`src/rtl/btb_pkg.sv`:
```
// Shared types and constants for the BTB update controller: queue entry layout
// and the sequential-PC helper used for fall-through addresses.
package btb_pkg;

  localparam int BTB_ADDR_LEN        = 32;
  localparam int DEFAULT_QUEUE_DEPTH = 4;

  typedef struct packed {
    logic [BTB_ADDR_LEN-1:0] pc;
    logic [BTB_ADDR_LEN-1:0] target;
  } upd_entry_t;

  function automatic logic [BTB_ADDR_LEN-1:0] seq_pc(input logic [BTB_ADDR_LEN-1:0] pc);
    return pc + BTB_ADDR_LEN'(4);
  endfunction

endpackage

```
`src/rtl/btb_update_ctrl_sat_counter.sv`:
```
// Saturating up-counter: counts inc pulses, sticks at all-ones, cleared by the
// asynchronous active-low reset.
module sat_counter #(
  parameter int W = 16
) (
  input  logic         clk,
  input  logic         rst_n,
  input  logic         inc,
  output logic [W-1:0] count
);

  logic [W-1:0] count_reg;

  always_ff @(posedge clk or negedge rst_n) begin
    if (!rst_n) begin
      count_reg <= '0;
    end else if (inc && (count_reg != {W{1'b1}})) begin
      count_reg <= count_reg + W'(1);
    end
  end

  assign count = count_reg;

endmodule

```
`src/rtl/btb_update_ctrl.sv`:
```
// Branch resolution compare, flush/redirect generation, and a coalescing BTB
// write queue drained one entry per cycle, plus saturating statistics.
module btb_update_ctrl
  import btb_pkg::*;
#(
  parameter int QUEUE_DEPTH = DEFAULT_QUEUE_DEPTH,
  parameter int CNT_W       = 16
) (
  input  logic                           clk,
  input  logic                           rst_n,
  input  logic                           ex_valid,
  input  logic [31:0]                    ex_pc,
  input  logic                           ex_taken,
  input  logic [31:0]                    ex_target,
  input  logic                           ex_pred_valid,
  input  logic [31:0]                    ex_pred_target,
  input  logic                           btb_hold,
  output logic                           flush,
  output logic [31:0]                    redirect_pc,
  output logic                           btb_update,
  output logic [31:0]                    btb_update_pc,
  output logic [31:0]                    btb_update_target,
  output logic [$clog2(QUEUE_DEPTH):0]   q_count,
  output logic [CNT_W-1:0]               branch_cnt,
  output logic [CNT_W-1:0]               mispredict_cnt,
  output logic [CNT_W-1:0]               drop_cnt
);

  localparam int PTR_W = $clog2(QUEUE_DEPTH);
  localparam int CW    = PTR_W + 1;

  upd_entry_t      queue_reg [QUEUE_DEPTH];
  logic [PTR_W-1:0] head_reg, head_next;
  logic [PTR_W-1:0] tail_reg, tail_next;
  logic [CW-1:0]    count_reg, count_next;

  logic        btb_update_reg;
  upd_entry_t  out_reg;

  logic [31:0] actual_pc, pred_pc;
  logic        need, deq, full, hit, push, drop;
  logic [PTR_W-1:0] hit_idx;

  // Resolution
  assign actual_pc   = ex_taken ? ex_target : seq_pc(ex_pc);
  assign pred_pc     = ex_pred_valid ? ex_pred_target : seq_pc(ex_pc);
  assign flush       = ex_valid && (actual_pc != pred_pc);
  assign redirect_pc = actual_pc;

  assign need = ex_valid && ex_taken && (!ex_pred_valid || (ex_pred_target != ex_target));
  assign deq  = (count_reg != '0) && !btb_hold;
  assign full = (count_reg == CW'(QUEUE_DEPTH));

  // Scan oldest to youngest so the last match (youngest) wins; the head is
  // skipped when it is leaving this cycle, since its write is already committed.
  always_comb begin
    logic [PTR_W-1:0] idx;
    hit     = 1'b0;
    hit_idx = '0;
    idx     = '0;
    for (int k = 0; k < QUEUE_DEPTH; k++) begin
      idx = head_reg + PTR_W'(k);
      if ((CW'(k) < count_reg) && !(deq && (k == 0)) && (queue_reg[idx].pc == ex_pc)) begin
        hit     = 1'b1;
        hit_idx = idx;
      end
    end
  end

  assign push = need && !hit && (!full || deq);
  assign drop = need && !hit && full && !deq;

  always_comb begin
    head_next  = head_reg;
    tail_next  = tail_reg;
    count_next = count_reg;
    if (deq)  head_next = head_reg + PTR_W'(1);
    if (push) tail_next = tail_reg + PTR_W'(1);
    count_next = count_reg + CW'(push) - CW'(deq);
  end

  always_ff @(posedge clk or negedge rst_n) begin
    if (!rst_n) begin
      head_reg  <= '0;
      tail_reg  <= '0;
      count_reg <= '0;
    end else begin
      head_reg  <= head_next;
      tail_reg  <= tail_next;
      count_reg <= count_next;
    end
  end

  // A coalesce rewrites pc with the same value, so one write port serves both cases.
  generate
    for (genvar gi = 0; gi < QUEUE_DEPTH; gi++) begin : g_entry
      logic wr_en;
      assign wr_en = (push && (tail_reg == PTR_W'(gi))) ||
                     (need && hit && (hit_idx == PTR_W'(gi)));

      always_ff @(posedge clk or negedge rst_n) begin
        if (!rst_n) begin
          queue_reg[gi] <= '0;
        end else if (wr_en) begin
          queue_reg[gi].pc     <= ex_pc;
          queue_reg[gi].target <= ex_target;
        end
      end
    end
  endgenerate

  always_ff @(posedge clk or negedge rst_n) begin
    if (!rst_n) begin
      btb_update_reg <= 1'b0;
      out_reg        <= '0;
    end else begin
      btb_update_reg <= deq;
      if (deq) out_reg <= queue_reg[head_reg];
    end
  end

  assign btb_update        = btb_update_reg;
  assign btb_update_pc     = out_reg.pc;
  assign btb_update_target = out_reg.target;
  assign q_count           = count_reg;

  sat_counter #(.W(CNT_W)) u_branch_cnt (
    .clk   (clk),
    .rst_n (rst_n),
    .inc   (ex_valid),
    .count (branch_cnt)
  );

  sat_counter #(.W(CNT_W)) u_mispredict_cnt (
    .clk   (clk),
    .rst_n (rst_n),
    .inc   (flush),
    .count (mispredict_cnt)
  );

  sat_counter #(.W(CNT_W)) u_drop_cnt (
    .clk   (clk),
    .rst_n (rst_n),
    .inc   (drop),
    .count (drop_cnt)
  );

endmodule
```
`config.mk`:
```
export PLATFORM = sky130hd
export DESIGN_NAME = btb_update_ctrl
export DESIGN_NICKNAME = d
export VERILOG_FILES = /design/src/rtl/btb_pkg.sv /design/src/rtl/btb_update_ctrl_sat_counter.sv /design/src/rtl/btb_update_ctrl.sv
export SDC_FILE = /design/constraint.sdc
export NUM_CORES = 1
export LEC_CHECK = 0
export BUFFER_PORTS_ARGS = -buffer_cell sky130_fd_sc_hd__buf_4
export CORE_MARGIN = 2
export CORE_UTILIZATION = 51
export CTS_CLUSTER_SIZE = 28
export DETAILED_ROUTE_END_ITERATION = 7
export GPL_ROUTABILITY_DRIVEN = 0
export PLACE_DENSITY = 0.71
export SYNTH_ARGS = -nofsm -noshare
export SYNTH_HDL_FRONTEND = slang
export SYNTH_SLANG_ARGS = --single-unit
```
`constraint.sdc`:
```
create_clock -name clk -period 4.4 [get_ports clk]
set_input_delay 0.44 -clock clk [delete_from_list [all_inputs] [get_ports clk]]
set_output_delay 0.44 -clock clk [all_outputs]
set_load 0.01 [all_outputs]
```
==> results of run 1 <==
-- layout by cell type, fill, tap and decap left out, drive strengths merged, types with 5 or more instances in the layout --
master / netlist / routed
nand2: 227 / 227
o31ai: 6 / 6
a22oi: 6 / 6
inv: 32 / 35
ha: 12 / 12
a21oi: 22 / 22
o2111ai: 8 / 8
nor4b: 5 / 5
buf: 89 / 369
and4: 5 / 5
o21ai: 44 / 44
nand4: 45 / 45
mux2: 305 / 305
nor3: 30 / 30
mux4: 109 / 109
clkinvlp: 0 / 6
and3: 7 / 7
xnor3: 9 / 9
or4: 10 / 10
o22ai: 10 / 10
xor2: 96 / 96
o211ai: 7 / 7
nand3: 49 / 49
mux2i: 78 / 78
a31oi: 6 / 6
a2111oi: 5 / 5
nor2: 59 / 59
nor2b: 8 / 8
o2bb2ai: 11 / 11
or3: 13 / 13
a2bb2oi: 6 / 6
xnor2: 167 / 167
nand2b: 11 / 11
dfrtp: 376 / 376
nor4: 32 / 32
and2: 8 / 8
clkbuf: 78 / 66
clkinv: 1 / 7
-- synth_stat cells, types with 43 or more instances --
master / instances / area, um^2
nand3_1: 49 / 245
mux2_2: 183 / 2060
clkbuf_1: 78 / 293
dfrtp_1: 376 / 9410
xnor2_1: 167 / 1460
nand2_1: 227 / 852
o21ai_0: 43 / 215
xor2_1: 96 / 841
nand4_1: 45 / 282
mux2i_1: 78 / 781
mux2_1: 122 / 1370
mux4_2: 109 / 2450
nor2_1: 59 / 221
-- repair_timing --
action / 4_1_cts / 5_1_grt
setup endpoints to repair: 0 / 259
hold buffers: 1 / 0
gates resized for setup: 0 / 22
hold endpoints to repair: 95 / 0
setup buffers: 0 / 13
-- critical path: cells and delay by family, from the launching register on --
kind	cells	cell delay [ps]
AO/OA/AOI/OAI	5	1120
buffers and inverters	6	1010
flip-flops	1	540
multiplexers	2	530
AND/OR/NAND/NOR	3	980
-- logic make-up after synthesis --
| logic type | synth area share |
|---|---|
| adders and majority gates | 0.00724 |
| DFF | 0.401 |
| AOI/OAI and AO/OA | 0.0564 |
| buffers and inverters | 0.0388 |
| and+or+nand+nor | 0.105 |
| muxes | 0.284 |
| xor gates and xnor gates | 0.108 |
-- stage by stage --
| step | setup TNS (ps) | total power, mW | hold slack [ps] |
|---|---|---|---|
| after floorplan | 0 | 13.0 | 144 |
| after global placement | 0 | 16.2 | 462 |
| after detailed placement | 0 | 16.6 | 464 |
| after CTS | 0 | 20.4 | 133 |
| after global routing | -1310 | 21.7 | 154 |
| final | 0 | 20.7 | 157 |
-- metal layers --
metal | track usage | up-vias
met5 | 0 | -
met4 | 0.125 | 8
met3 | 0.0733 | 216
met2 | 0.471 | 955
met1 | 0.411 | 9255
li1 | - | 7950
-- path summary, 6_finish.rpt --
| kind | from | end | slack (ps) |
|---|---|---|---|
| worst max register to register | head_reg[0] | queue_reg[66] | 60 |
| max in group asynchronous | rst_n | q_count[0] | 2810 |
| worst min-delay path | ex_target[10] | queue_reg[10] | 160 |
| worst min register to register | btb_update_target[16] | btb_update_target[16] | 480 |
| min in group asynchronous | rst_n | queue_reg[219] | 510 |
| worst max-delay path | head_reg[0] | queue_reg[66] | 60 |
-- cell type report --
class / instances / area (um^2)
diodes: 1 / 2.50
clock buffers: 62 / 1260
clock inverters: 18 / 203
fillers: 3607 / 17200
inverters: 33 / 124
multi-input cells: 1473 / 13200
flip-flops and latches: 376 / 9420
well taps: 600 / 751
repair buffers: 374 / 3170
-- power by group through the flow --
stage,combinational (mW),sequential (mW),clock [mW]
floorplan,6.85,6.11,0
global placement,9.93,6.30,0
detailed placement,10.1,6.44,0
CTS,10.2,6.40,3.78
global route,11.1,6.63,3.95
finish,10.5,6.44,3.72
==> results.md, run 1 <==
* Post-synth EDFFs at 0
* Seq/Total Area, Yosys at 0.401
* Total gr overflow at 0
* Vias in the first global route at approximately 18000
* Post-synthesis area per instance at 11.5 um^2
* IO Pins at roughly 250
* Die area at approximately 48000 um^2
* Post-route ant nets at 0
* IR Drop Worst-Case VDD at roughly 0.42 mV
* Sequential share of power at 0.311
* Unique masters post-synth at 79
* Initial core utilization at 0.518
* Area Overhead vs Synth at 19.9%
* Die X at roughly 220 um
* Drt pass-1 iters at 6
* HPWL after DPL at ~52000 um
* Sink Count at approximately 380
* Crit-path cells: buf_12, buf_4, mux2i_2, a22o_1, or4_1, a222oi_1, nand4_1, a21boi_2, buf_4, nand3b_1, a21oi_2, buf_6, o2bb2ai_4, buf_4, buf_12, mux2_1
* Port Buffers at 250
* DR top layer: met5
* Clock buffer depth at 3
* DP Area at roughly 26000 um^2
* Num rows at between 70 and 80
* Worst-skew pair later-pin latency at slightly below 600 ps
* Max-slew violations at 0
* Startpoint types: flop
* First-pass GRT wire length at roughly 110000 um
* Worst Path Required at just under 5000 ps
* CP dominant cell by count: buf_4
* Pleak at around 12 nW
* Outcome: complete, no violations
* Final Non-Filler Cells at 2937
* Via count at roughly 18000
* Hold Vio Cnt, Final at 0
* Largest stage delay, worst path at 540 ps
* Vias per cell at approximately 6.3
* Synthesized Nets at roughly 2200
* Comb power frac at 0.509
* Height of the die at roughly 220 um
* Final period utilization at 0.987
* Wire length per cell at about 25 um
* Yosys Warn Count at 0
* Hold Crit Depth at 2
* Crit-path slowest cell: dfrtp_4
* Post-route setup slack at roughly 56 ps
* DP Cell Count at between 2000 and 3000
* Core ar. at between 40000 and 50000 um^2
* Max Freq at around 0.23 GHz
* Pwr Density at 734 nW/um^2
* Fin util at 0.621
* Crit Path Max Fanout at 22
* Tmin final at around 4300 ps
* CTS root buf: clkbuf_16
* Residual DRC count at 0
* Synth Flop Type: dfrtp_1
* Synth Register Bits at 376
* Routed WL at about 74000 um
* CTS Buf Count at 44
* Sw Share at 0.387
* Final nets at about 2400
* Met3 routed wirelength at about 6900 um
* Relative slew slack at 0.393
* Starting DRC count in detailed routing at approximately 1900
* Largest net degree at the start of global routing at approximately 100
* Path depth of the worst reg2reg path at 16
* Wl on met1 at approximately 30000 um
* Fin area at 28200 um^2
* Setup crit end kind: flop
* WS Path Type: reg -> reg
* CTS tree: yes
* Max reg flops at roughly 260
* Netlist Area Pre-Place at 23500 um^2
* Critical Path AT at 4780 ps
* Layout cell share with drive strength beyond 1 at 0.327
* Clock share of power at 0.180
* Total Routing Usage GR at 0.304
* Worst-Margin Slew at slightly above 900 ps
* Worst min-delay path class: in -> reg
* Max-cap violations at 0
* CTS H-tree lvls at 2
* Internal at ~13 mW
* Worst-path clk slew at around 60 ps
* NetSw at between 8 and 9 mW
* Initial antenna violation count at 5
* Clock Skew at about 25 ps
* Cells after Synth at between 2000 and 2500
* DR WL met2 at 33900 um
* Ys async rst share at 1.00
* Setup Viol. Count Final at 0
* Pre-CTS setup slack at 43.2 ps
Note: power is estimated with default switching activity, not from simulation.
==> run 2: changes to the inputs <==
--- a/config.mk
+++ b/config.mk
@@ -5,13 +5,14 @@
 export SDC_FILE = /design/constraint.sdc
 export NUM_CORES = 1
 export LEC_CHECK = 0
+export ABC_AREA = 1
 export BUFFER_PORTS_ARGS = -buffer_cell sky130_fd_sc_hd__buf_4
 export CORE_MARGIN = 2
 export CORE_UTILIZATION = 51
 export CTS_CLUSTER_SIZE = 28
 export DETAILED_ROUTE_END_ITERATION = 7
 export GPL_ROUTABILITY_DRIVEN = 0
-export PLACE_DENSITY = 0.71
+export PLACE_DENSITY = 0.7
 export SYNTH_ARGS = -nofsm -noshare
 export SYNTH_HDL_FRONTEND = slang
 export SYNTH_SLANG_ARGS = --single-unit
==> run 2 against run 1 <==
First-iteration DRC count grew 99%. Sequential power shrank 5.9%. Final cell count grew 62%. Clock power grew 4%. Synthesized area grew 8.1%. Die area grew 8.0%. Design area grew 2.5%. Combinational power grew 5%. Non-clock buffer count shrank 76. Maximum frequency grew 3.3%. Largest cell class unchanged.
==> results.md, run 2 <==
* Crit-path cells: inv_2, buf_4, nand3_1, nand2_1, o21ai_0, nor2_1, nand2_1, nor2_1, nand3_1, nor2_1, nor2_1, nand2_1, nand2_1, nor2_2, nand2_2, nand2_4, buf_12, nand2_1, nand2_1
* Most frequent cells in the layout: 2008 x nand2_1, 589 x nand3_1, 374 x dfrtp_1
* Internal at 10.8 mW (-15%)
* Yosys Warn Count at 0 (unchanged)
* Max Freq at 0.238 GHz (+3.3%)
* Final period utilization at 0.956 (-0.0314)
* Clock share of power at 0.184 (+0.004)
* Initial core utilization at 0.518 (about the same)
* DP Cell Count at 4690 (+65%)
* Die area at 51600 um^2 (+8.0%)
* Total Routing Usage GR at 0.379 (+0.0754)
* Crit Path Max Fanout at 36 (+64%)
* NetSw at 10.1 mW (+27%)
* Comb power frac at 0.526 (+0.017)
* First-pass GRT wire length at 149000 um (+35%)
* Seq/Total Area, Yosys at 0.370 (-0.0301)
* Post-synth EDFFs at 0 (unchanged)
* Storage cell area at 9410 um^2 (about the same)
* WS Path Type: reg -> reg
* Vias in the first global route at 24800 (+36%)
* CTS H-tree lvls at 2 (unchanged)
* Max-cap violations at 0 (unchanged)
* Via count at 27700 (+51%)
* Sink Count at 376 (unchanged)
* IR Drop Worst-Case VDD at 0.563 mV (+33%)
* Ys async rst share at 1.00 (unchanged)
* HPWL after DPL at 69300 um (+32%)
* Routed WL at 98800 um (+34%)
* Worst-path clk slew at 60 ps (about the same)
* Worst Path Required at 4910 ps (+70 ps)
* Worst-Margin Slew at 1090 ps (+177 ps)
* Wire length per cell at 20.7 um (-17%)
* Sequential share of power at 0.290 (-0.021)
* Post-CTS Setup Inserts at 0 (unchanged)
* Max-slew violations at 0 (unchanged)
* Relative slew slack at 0.275 (-0.119)
* Final nets at 4187 (+73%)
* Layout cell share with drive strength beyond 1 at 0.0992 (-0.228)
* Die X at 227 um (+3.9%)
* Num rows at 81 (+3.8%)
* Residual DRC count at 0 (unchanged)
* Setup Viol. Count Final at 0 (unchanged)
* Area Overhead vs Synth at 13.7%
* Top post-synthesis cells by area: dfrtp_1 37%, nand2_1 30%, nand3_1 12%
* CP delay by family, top: simple AND/OR/NAND/NOR gates
* Vias per cell at 5.81 (-7.2%)
* Synth Flop Type: dfrtp_1
* Final Non-Filler Cells at 4771 (+62%)
* Drt pass-1 iters at 8 (+2)
* Cells after Synth at 3953 (+93%)
* Setup crit end kind: flop
* Fillers at 4785 (+33%)
* WP buf/inv at 3 (-3)
* Core ar. at 49100 um^2 (+8.1%)
* Worst-skew pair later-pin latency at 600 ps (+20 ps)
* Starting DRC count in detailed routing at 3864 (+99%)
* CTS tree: yes
* Most common cell in the netlist: nand2_1
* Fin util at 0.588 (-0.0324)
* Multi-input logic area at 14000 um^2 (+5.6%)
* Unique masters post-synth at 47 (-41%)
* Total gr overflow at 0 (unchanged)
* Pleak at 15.6 nW (+29%)
* Most frequent cells after synthesis: 2008 x nand2_1, 589 x nand3_1, 376 x dfrtp_1
* Hold Vio Cnt, Final at 0 (unchanged)
* Critical Path AT at 4710 ps (-70 ps)
* Synth top area share at 0.370 (-0.0301)
* Sw Share at 0.485 (+0.0980)
* Largest stage delay, worst path at 500 ps (-40 ps)
* Crit-path slowest cell: dfrtp_2
* Worst hold slack at 132 ps (-24.9 ps)
* Tmin final at 4210 ps (-138 ps)
* IO Pins at 251 (unchanged)
* Startpoint types: flop
* CP dominant cell by count: nand2_1
* CTS root buf: clkbuf_16
* Netlist Area Pre-Place at 25400 um^2 (+8.1%)
* Largest net degree at the start of global routing at 116 (+12%)
* Commonest non-fill, non-tap cell in the layout: nand2_1
* Synth Register Bits at 376 (unchanged)
* Synthesized Nets at 4068 (+88%)
* Pwr Density at 725 nW/um^2 (-1.3%)
* Outcome: complete, no violations
* Post-route ant nets at 0 (unchanged)
* Total Neg Setup Slack at 0 ps (unchanged)
* Worst min-delay path class: in -> reg
* Height of the die at 227 um (+3.9%)
* Post-synthesis area per instance at 6.42 um^2 (-44%)
* Top cell type by total area after synthesis: dfrtp_1
* Max reg flops at 256 (unchanged)
* Clock buffer depth at 3 (unchanged)
* Port Buffers at 250 (unchanged)
* Initial antenna violation count at 10 (+5)
* CTS Buf Count at 43 (-2.3%)
* Clock Skew at 35.6 ps (+10.1 ps)
* RSZ-0062 raised after global routing: false
-- run 2: cell types whose count changed after synthesis, moves of 122 or more --
cell / before / now
mux2_1: 122 / 0
xnor2_1: 167 / 36
nand2_1: 227 / 2008
mux2_2: 183 / 0
nand3_1: 49 / 589
inv_1: 31 / 171
-- run 2: final cells by class --
| class | instances | area share |
|---|---|---|
| sequential | 376 | 0.326 |
| clock inverter | 15 | 0.00941 |
| multi-input combinational | 3178 | 0.485 |
| timing repair buffer | 298 | 0.0853 |
| clock buffer | 59 | 0.0422 |
| antenna | 6 | 0.000520 |
| tap | 664 | 0.0288 |
| inverter | 175 | 0.0229 |
-- run 2: worst min-delay path: cells and delay by family --
kind                   cells  cell delay (ps)
buffers and inverters      1              130
and+or+nand+nor            2              110
-- run 2: worst paths after layout --
kind | slack (ps) | cells after the start | start | end
worst min register to register | 480 | 2 | btb_update_target[25] | btb_update_target[25]
worst max register to register | 190 | 19 | head_reg[1] | queue_reg[75]
min in group asynchronous | 430 | 2 | rst_n | queue_reg[40]
worst min-delay path | 130 | 3 | ex_target[26] | queue_reg[154]
worst max-delay path | 190 | 19 | head_reg[1] | queue_reg[75]
max in group asynchronous | 2790 | 3 | rst_n | queue_reg[206]
-- run 2: cells by family after synthesis --
kind of cell    Yosys count  synth area share
mux                       1          0.000394
compound gates          119            0.0254
fa+ha+maj                13           0.00670
flops                   376             0.370
simple gates           2944             0.483
buf+inv                 399            0.0791
xor+xnor                101            0.0348
-- run 2: metal layers --
| metal | vias to the layer above | track usage | part of all wire |
|---|---|---|---|
| met4 | 10 | 0.195 | 0.059 |
| met3 | 385 | 0.105 | 0.13 |
| met5 | - | 0 | 0.00072 |
| met1 | 12700 | 0.515 | 0.39 |
| li1 | 12800 | - | - |
| met2 | 1832 | 0.554 | 0.42 |
-- run 2: stage by stage --
step / setup WS [ps] / total power, mW / area [um^2]
after floorplan: 1400 / 13.0 / 25400
after global placement: 569 / 16.5 / 27300
after detailed placement: 547 / 16.6 / 27300
after CTS: 515 / 20.5 / 28800
after global routing: 57.6 / 22.3 / 28900
final: 194 / 20.9 / 28900
-- run 2: repair_timing --
action	in CTS	in global routing
endpoints found under the setup margin	0	50
gates resized for setup	0	2
hold buffers	1	0
endpoints found under the hold margin	83	0
-- run 2: power by group through the flow --
stage / logic, mW / registers (mW) / clock network (mW)
3_3_place_gp: 10.4 / 6.04 / 0
6_report: 11.0 / 6.06 / 3.86
5_1_grt: 12.1 / 6.22 / 4.00
3_5_place_dp: 10.5 / 6.05 / 0
2_1_floorplan: 7.10 / 5.89 / 0
4_1_cts: 10.6 / 6.02 / 3.87
